<file path="src/rtl/muldiv_pkg.sv">
// Shared types for the iterative multiply/divide unit: op encodings, FSM states, default width.
package muldiv_pkg;

  localparam int MULDIV_WIDTH = 32;

  typedef enum logic [1:0] {
    MULDIV_MULTU = 2'b00,
    MULDIV_MULT  = 2'b01,
    MULDIV_DIVU  = 2'b10,
    MULDIV_DIV   = 2'b11
  } muldiv_op_e;

  typedef enum logic [1:0] {
    IDLE = 2'd0,
    CALC = 2'd1,
    FIX  = 2'd2
  } muldiv_state_e;

  function automatic logic op_is_div(input muldiv_op_e op);
    return (op == MULDIV_DIVU) || (op == MULDIV_DIV);
  endfunction

  function automatic logic op_is_signed(input muldiv_op_e op);
    return (op == MULDIV_MULT) || (op == MULDIV_DIV);
  endfunction

endpackage

</file>
<file path="src/rtl/muldiv_abs.sv">
// Conditional two's-complement negate: y = neg ? -a : a. Used for operand
// magnitudes on launch and for sign correction of the finished result.
module muldiv_abs #(
  parameter int WIDTH = 32
) (
  input  logic [WIDTH-1:0] a,
  input  logic             neg,
  output logic [WIDTH-1:0] y
);

  assign y = neg ? (~a + {{(WIDTH-1){1'b0}}, 1'b1}) : a;

endmodule

</file>
<file path="src/rtl/muldiv_unit.sv">
// Iterative multiply/divide unit with HI/LO registers (WIDTH iterations per op).
// Optional macro MULDIV_DIVZERO_FAST_EN: divide by zero skips CALC and finishes in two cycles.
module muldiv_unit
  import muldiv_pkg::*;
#(
  parameter int WIDTH = MULDIV_WIDTH
) (
  input  logic             Clock,
  input  logic             Reset_n,
  input  logic             Start,
  input  logic [1:0]       Op,
  input  logic [WIDTH-1:0] X,
  input  logic [WIDTH-1:0] Y,
  input  logic             HiWe,
  input  logic             LoWe,
  input  logic [WIDTH-1:0] WData,
  output logic             Busy,
  output logic             Done,
  output logic             DivByZero,
  output logic [WIDTH-1:0] Hi,
  output logic [WIDTH-1:0] Lo
);

  localparam int CNT_W = (WIDTH > 1) ? $clog2(WIDTH) : 1;
  localparam logic [CNT_W-1:0] LAST_ITER = CNT_W'(WIDTH - 1);

  muldiv_state_e    state_q;
  logic [CNT_W-1:0] cnt_q;
  logic             is_div_q;
  logic             res_neg_q;
  logic             rem_neg_q;
  logic             div_zero_q;
  logic [WIDTH-1:0] x_raw_q;
  logic [WIDTH-1:0] b_q;       // multiplicand or divisor magnitude
  logic [WIDTH-1:0] hi_acc_q;  // partial product high / partial remainder
  logic [WIDTH-1:0] lo_acc_q;  // multiplier bits / dividend-then-quotient bits

  muldiv_op_e       op_in;
  logic             x_neg;
  logic             y_neg;
  logic             y_zero;
  logic [WIDTH-1:0] x_mag;
  logic [WIDTH-1:0] y_mag;

  assign op_in  = muldiv_op_e'(Op);
  assign x_neg  = op_is_signed(op_in) & X[WIDTH-1];
  assign y_neg  = op_is_signed(op_in) & Y[WIDTH-1];
  assign y_zero = (Y == '0);

  muldiv_abs #(.WIDTH(WIDTH)) u_abs_x (.a(X), .neg(x_neg), .y(x_mag));
  muldiv_abs #(.WIDTH(WIDTH)) u_abs_y (.a(Y), .neg(y_neg), .y(y_mag));

  // One iteration of shift-add multiply or restoring divide.
  logic [WIDTH:0]   mul_sum;
  logic [WIDTH:0]   div_shift;
  logic [WIDTH-1:0] div_diff;
  logic [WIDTH-1:0] step_hi;
  logic [WIDTH-1:0] step_lo;

  always_comb begin
    // NOTE: every always_comb output gets a default first so no path can infer a latch.
    step_hi   = hi_acc_q;
    step_lo   = lo_acc_q;
    mul_sum   = {1'b0, hi_acc_q} + (lo_acc_q[0] ? {1'b0, b_q} : '0);
    div_shift = {hi_acc_q, lo_acc_q[WIDTH-1]};
    div_diff  = div_shift[WIDTH-1:0] - b_q;
    if (is_div_q) begin
      if (div_shift >= {1'b0, b_q}) begin
        step_hi = div_diff;
        step_lo = {lo_acc_q[WIDTH-2:0], 1'b1};
      end else begin
        step_hi = div_shift[WIDTH-1:0];
        step_lo = {lo_acc_q[WIDTH-2:0], 1'b0};
      end
    end else begin
      step_hi = mul_sum[WIDTH:1];
      step_lo = {mul_sum[0], lo_acc_q[WIDTH-1:1]};
    end
  end

  // Sign correction. A 2*WIDTH product negate only carries into the high
  // word when the low word is zero; otherwise the high word is just inverted.
  logic [WIDTH-1:0] lo_fix;
  logic [WIDTH-1:0] hi_neg;
  logic [WIDTH-1:0] hi_fix;

  muldiv_abs #(.WIDTH(WIDTH)) u_abs_lo (.a(lo_acc_q), .neg(res_neg_q), .y(lo_fix));
  muldiv_abs #(.WIDTH(WIDTH)) u_abs_hi (
    .a  (hi_acc_q),
    .neg(is_div_q ? rem_neg_q : res_neg_q),
    .y  (hi_neg)
  );

  assign hi_fix = (!is_div_q && res_neg_q && (lo_acc_q != '0)) ? ~hi_acc_q : hi_neg;

  always_ff @(posedge Clock or negedge Reset_n) begin
    if (!Reset_n) begin
      state_q    <= IDLE;
      cnt_q      <= '0;
      is_div_q   <= 1'b0;
      res_neg_q  <= 1'b0;
      rem_neg_q  <= 1'b0;
      div_zero_q <= 1'b0;
      x_raw_q    <= '0;
      b_q        <= '0;
      hi_acc_q   <= '0;
      lo_acc_q   <= '0;
      Busy       <= 1'b0;
      Done       <= 1'b0;
      DivByZero  <= 1'b0;
      Hi         <= '0;
      Lo         <= '0;
    end else begin
      // NOTE: sequential state uses non-blocking assignments so every register samples pre-edge values.
      Done      <= 1'b0;
      DivByZero <= 1'b0;
      case (state_q)
        IDLE: begin
          if (Start) begin
            is_div_q   <= op_is_div(op_in);
            res_neg_q  <= x_neg ^ y_neg;
            rem_neg_q  <= x_neg;
            div_zero_q <= op_is_div(op_in) && y_zero;
            x_raw_q    <= X;
            b_q        <= op_is_div(op_in) ? y_mag : x_mag;
            hi_acc_q   <= '0;
            lo_acc_q   <= op_is_div(op_in) ? x_mag : y_mag;
            cnt_q      <= '0;
            Busy       <= 1'b1;
`ifdef MULDIV_DIVZERO_FAST_EN
            state_q    <= (op_is_div(op_in) && y_zero) ? FIX : CALC;
`else
            state_q    <= CALC;
`endif
          end
        end
        CALC: begin
          hi_acc_q <= step_hi;
          lo_acc_q <= step_lo;
          cnt_q    <= cnt_q + 1'b1;
          if (cnt_q == LAST_ITER) state_q <= FIX;
        end
        FIX: begin
          state_q   <= IDLE;
          Busy      <= 1'b0;
          Done      <= 1'b1;
          DivByZero <= div_zero_q;
          if (div_zero_q) begin
            Hi <= x_raw_q;
            Lo <= '1;
          end else begin
            Hi <= hi_fix;
            Lo <= lo_fix;
          end
        end
        default: state_q <= IDLE;
      endcase

      // Direct MTHI/MTLO writes only while the unit is quiet; FIX always has Busy set.
      if (!Busy && !Done) begin
        if (HiWe) Hi <= WData;
        if (LoWe) Lo <= WData;
      end
    end
  end

endmodule

</file>
<file path="config.mk">
export PLATFORM = sky130hd
export DESIGN_NAME = muldiv_unit
export DESIGN_NICKNAME = d
export VERILOG_FILES = /design/src/rtl/muldiv_pkg.sv /design/src/rtl/muldiv_abs.sv /design/src/rtl/muldiv_unit.sv
export SDC_FILE = /design/constraint.sdc
export NUM_CORES = 1
export LEC_CHECK = 0
export ABC_AREA = 0
export CAP_MARGIN = 10
export CORE_ASPECT_RATIO = 0.9
export CORE_MARGIN = 3
export CORE_UTILIZATION = 55
export CTS_BUF_LIST = sky130_fd_sc_hd__clkbuf_4 sky130_fd_sc_hd__clkbuf_8 sky130_fd_sc_hd__clkbuf_16
export CTS_CLUSTER_SIZE = 14
export DETAILED_ROUTE_END_ITERATION = 10
export GPL_ROUTABILITY_DRIVEN = 0
export PLACE_DENSITY = 0.76
export SYNTH_ARGS = -nofsm -noshare
export SYNTH_HDL_FRONTEND = slang
export SYNTH_SLANG_ARGS = --single-unit
export TNS_END_PERCENT = 20
</file>
<file path="constraint.sdc">
create_clock -name Clock -period 10.84 [get_ports Clock]
set_clock_uncertainty 0.2 [all_clocks]
set_input_delay 1.626 -clock Clock [delete_from_list [all_inputs] [get_ports Clock]]
set_output_delay 1.626 -clock Clock [all_outputs]
set_load 0.05 [all_outputs]
</file>
# == Word-level counts from Yosys, hierarchy flattened ==
# Index checks and enable logic that the tools add are counted.
# word_totals
inputBits,103
elab_cells,90
reg_bits,206
output_inout_bits,67
# op_classes
n_addsub,7
mux,34
n_eq_ne,8
reduce_logical,18
magnitude_cmp,1
n_bitwise,7
# op_table
cell,count
$mux W32,21
$add A32 B1 Y32 const B,4
$not A32 Y32,4
$pmux W32 S2,2
$add A32 B32 Y33,1
$ge A33 B32 Y1,1
$logic_not A32 Y1,1
$reduce_bool A32 Y1,1
$sub A32 B32 Y32,1
$pmux W5 S2,1
$reduce_and A2 Y1,4
$eq A2 B2 Y1 const B,3
$add A5 B1 Y5 const B,1
$eq A5 B5 Y1 const B,1
$mux W1,5
$mux W5,1
$eq A2 B1 Y1 const B,2
$logic_and A1 B1 Y1,4
$mux W2,2
$ne A2 B2 Y1 const B,2
$pmux W2 S2,1
$reduce_bool A2 Y1,2
$logic_not A1 Y1,3
$and A1 B1 Y1,2
4 further kinds,5

# == Logic depth before layout (Yosys ltp) ==
# logic_depth
ltp_word,8
mapped_depth,16
mapped_depth_nobuf,14

# == Hierarchy ==
# A second synthesis with hierarchy kept.
# hier_totals
hier_cells,2182
area_unflattened_um2,17329.1
# modules_own_cells
mod,instances,cells_per_inst,seq_area_each_um2,area_each_um2
muldiv_unit,1,1786,5154.9,14221.1
muldiv_abs,4,99,0.0,777.0

# == Worst setup path after synthesis ==
# OpenSTA, ideal clock, no wires.
# synth_path
path_type,input port to flip-flop
startpoint,in Y[12]
endpoint,reg lo_acc_q[28]
cell_stages,9
t_arrival_ns,4.101
setup_slack_ns,6.457
n_path_buf,0
setup_ns,0.083
path_cell_list,or4_1 -> nor3_1 -> nand3_1 -> nor4_1 -> nor4bb_1 -> a31oi_1 -> xnor2_1 -> mux2_2 -> o21ai_0
# synth_via
elab_chain_cells,6
# synth_rtl
element,line_no,rtl
"start, declared",muldiv_unit.sv:13,"input logic [WIDTH-1:0] Y,"
$not A32 Y32,muldiv_abs.sv:11,"assign y = neg ? (~a + {{(WIDTH-1){1'b0}}, 1'b1}) : a;"
$add A32 B1 Y32,muldiv_abs.sv:11,
$mux W32,muldiv_abs.sv:11,
$mux W32,muldiv_unit.sv:127,lo_acc_q <= op_is_div(op_in) ? x_mag : y_mag;
$mux W32,muldiv_unit.sv:119,if (Start) begin
$pmux W32 S2,muldiv_unit.sv:117,case (state_q)
"end signal, assigned",muldiv_unit.sv:127,
"end signal, assigned",muldiv_unit.sv:139,lo_acc_q <= step_lo;
"end, declared",muldiv_unit.sv:36,logic [WIDTH-1:0] lo_acc_q;
# Every way passes these cells. The select of a mux whose other input is x is not followed.
# A chain may end at the register's enable or synchronous reset.

# == Worst setup path after layout ==
# Ends and elaborated chain as after synthesis.

==> metrics.csv <==
stage,metric,value,unit
status,status,finished clean,
clock_tree,cts_resized,0,
min_path,hold_end,x_raw_q[20]$_DFFE_PN0P_,
die,dieArea,0.0312,mm²
synthesis,synthCells,2067,
worst_setup_path,timing.critical_path.from_type,input pin,
final_layout,final_cell_count_no_fill,2533,
final_layout,nNetsFinal,2329,
pwr,p_leak,7.76,nW
synthesis,synth_nets,2242,
clock_tree,clk_latency,530,ps
clock_tree,cts_setup_buffers,0,
die,core,0.0283,mm²
synthesis,synth.distinct_cells,74,
timing,tightest_slew,1170,ps
global_routing,antenna_found_initial,1,
timing,report.final.slew_viol_count,0,
synthesis,ys_top_cells_by_area,"dfrtp_1 32%, nand2_1 6.7%, xnor2_1 6.7%",
synthesis,synthMuxAreaShare,2.66,%
synthesis,yosys.area_share.simple,20.4,%
worst_setup_path,r2r_start,lo_acc_q[5]$_DFFE_PN0P_,
drt,top_layer_used,met4,
timing,fmax,0.185,GHz
final_layout,seq_area,0.00516,mm²
drt,wirelength,52500,µm
timing,slew_headroom,22.1,%
min_path,hp-class,reg -> reg,
synthesis,ys_ff_latch,206,
drt,dr_wl_met3,4640,µm
drt,drt-met1-wl,22400,µm
timing,whs,270,ps
synthesis,synth_top_area_share,32.2,%
drt,drc,0,
worst_setup_path,timing.rr.end,Hi[21]$_DFF_PN0_,
worst_setup_path,worstPathRequired,11070,ps
timing,finalWorstSetupSlack,5420,ps
timing,fin_crit,5420,ps
timing,hold_viol,0,
die,start_util,56.6,%
global_routing,grt_pass1_wl,82700,µm
final_layout,fill_cells,2417,
drt,drt_pass1_iterations,6,
place,placed_area,0.0179,mm²
clock_tree,cts.sinks,206,
worst_setup_path,cp_data_arrival_time,5650,ps
global_routing,grt_util_all_layers,32.9,%
final_layout,fin_util,66.2,%
drt,avgRoutedWirePerCell,20.7,µm
die,io-pin-count,170,
timing,setup_tns,0,ps
synthesis,synth_xor_area_share,9.57,%
drt,final_antenna_net_count,0,
global_routing,grt_pass1_vias,15200,
clock_tree,path_clk_slew,60,ps
synthesis,seq_area_frac_synth,32.2,%
drt,via_per_inst,6.41,
clock_tree,root_buffer,clkbuf_16,
worst_setup_path,path_class,in -> reg,
die,die_w,186,µm
timing,rsz0062_at_grt,no,
min_path,holdPathStages,2,
pwr,power_density,368,mW/mm²
synthesis,synth-edff-count,0,
drt,via_count,16200,
synthesis,syn_area,0.0160,mm²
clock_tree,postCtsHoldBufs,0,
place,placement.io_buffers,169,
global_routing,grt.overflow.total,0,
worst_setup_path,crit_path_max_fanout,5,
synthesis,yosys_warnings,0,
place,post-place-ws,5120,ps
drt,met2_length,23600,µm
final_layout,layout-drive-gt1-share,4.60,%
worst_setup_path,rrSetupSlack,6220,ps
timing,finalSetupViolations,0,
synthesis,synth_top_family_by_area,compound AO/OA/AOI/OAI gates,
die,dieHeight,168,µm
pwr,peakVddDrop,185,µV
pwr,power,6.90,mW
die,row_count,58,
synthesis,synth_area_leader_cell,dfrtp_1,
worst_setup_path,endpoint_kind,flip-flop,
drt,drt_iter0_drc,1846,
final_layout,multi_input_area,0.0102,mm²
place,hpwl,38500,µm
synthesis,yosys.area_share.adder,5.72,%
final_layout,fin_area,0.0187,mm²
job,drv_cap,0,
synthesis,synth-compound-area-share,25.0,%
synthesis,ys_async_sr_fraction,100,%
global_routing,grt_max_degree,98,
clock_tree,ctsLongestPathBuffers,3,
final_layout,syn_to_final_growth,16.9,%
min_path,hp-start,x_raw_q[20]$_DFFE_PN0P_,
clock_tree,h-tree-depth,1,
synthesis,avgSynthCellArea,7.75,µm²
timing,fin_crit_sh,50.0,%
clock_tree,cts_tree,built,
clock_tree,cts_buffers,24,
place,place_inst,2488,
synthesis,synth_ff_type,dfrtp_1,
worst_setup_path,reg2reg_depth,10,
[cell type report]
class | instances | share of cell area, %
multi-input combinational | 1670 | 54.3
timing repair buffer | 191 | 9.90
clock inverter | 7 | 0.628
clock buffer | 37 | 3.95
tap | 360 | 2.40
antenna | 1 | 0.0134
inverter | 61 | 1.22
sequential | 206 | 27.5
[sequential cells by signal (all words and copies together), names as in the netlist, 2 cells and up]
signal	cells
hi_acc_q	32
state_q	2
x_raw_q	32
Hi	32
lo_acc_q	32
cnt_q	5
Lo	32
b_q	32
[worst max-delay path by stage]
stage / start / to / slack [ps] / cells past startpoint
6_report: Y[12] / lo_acc_q[28]$_DFFE_PN0P_ / 5420 / 10
5_1_grt: Y[12] / lo_acc_q[28]$_DFFE_PN0P_ / 5240 / 10
4_1_cts: Y[12] / lo_acc_q[28]$_DFFE_PN0P_ / 5650 / 10
3_5_place_dp: Y[12] / lo_acc_q[28]$_DFFE_PN0P_ / 5120 / 10
3_3_place_gp: Y[12] / lo_acc_q[28]$_DFFE_PN0P_ / 5190 / 10
2_1_floorplan: Y[12] / lo_acc_q[28]$_DFFE_PN0P_ / 6460 / 9
[report_power, final]
part           switching (mW)  internal (mW)  leakage, nW
clock                   0.341          0.542        0.420
combinational            2.70           1.73         4.85
sequential              0.441           1.14         2.50
[critical path, stage by stage]
cell             delay (ps)
clkdlybuf4s50_1         460
or4_1                   580
nor3_1                  290
nand3_1                 160
nor4_1                  790
nor4bb_1                930
a31oi_1                 220
xnor2_1                 190
mux2_2                  260
o21ai_0                 140
[cells in the final DEF (no fill, tap or decap), drive strengths merged, types with 17 or more instances in the layout]
master         instances
a211oi                50
a21o                  24
a21oi                201
a31oi                 18
and3                  24
buf                   23
clkbuf                38
clkdlybuf4s50        167
dfrtp                206
ha                    70
inv                   60
mux2i                 38
nand2                288
nand2b                17
nand3                 31
nand4                 18
nor2                 203
nor3                  48
o211ai                21
o21ai                201
o221ai                17
o22ai                 29
o31ai                 27
xnor2                122
xor2                  53
[logic make-up after synthesis]
| kind of cell | Yosys count |
|---|---|
| AND/OR/NAND/NOR | 723 |
| AO/OA/AOI/OAI | 658 |
| flip-flops | 206 |
| buffers and inverters | 191 |
| XOR/XNOR | 175 |
| adder cells (fa/ha/maj) | 72 |
| multiplexers | 42 |
[synthesized netlist by cell type (all sizes together), types with 21 or more instances]
master	number
a211oi	50
a21o	24
a21oi	201
and3	24
clkbuf	115
dfrtp	206
ha	70
inv	60
mux2i	38
nand2	288
nand3	31
nor2	203
nor3	48
o211ai	21
o21ai	201
o22ai	29
o31ai	27
xnor2	122
xor2	53
[routing by layer]
layer / up-vias / track usage, %
met4: 0 / 10.5
met5: - / 0
met3: 131 / 5.01
li1: 7565 / -
met1: 7713 / 46.7
met2: 826 / 52.0
Note: power is estimated with default switching activity, not from simulation.
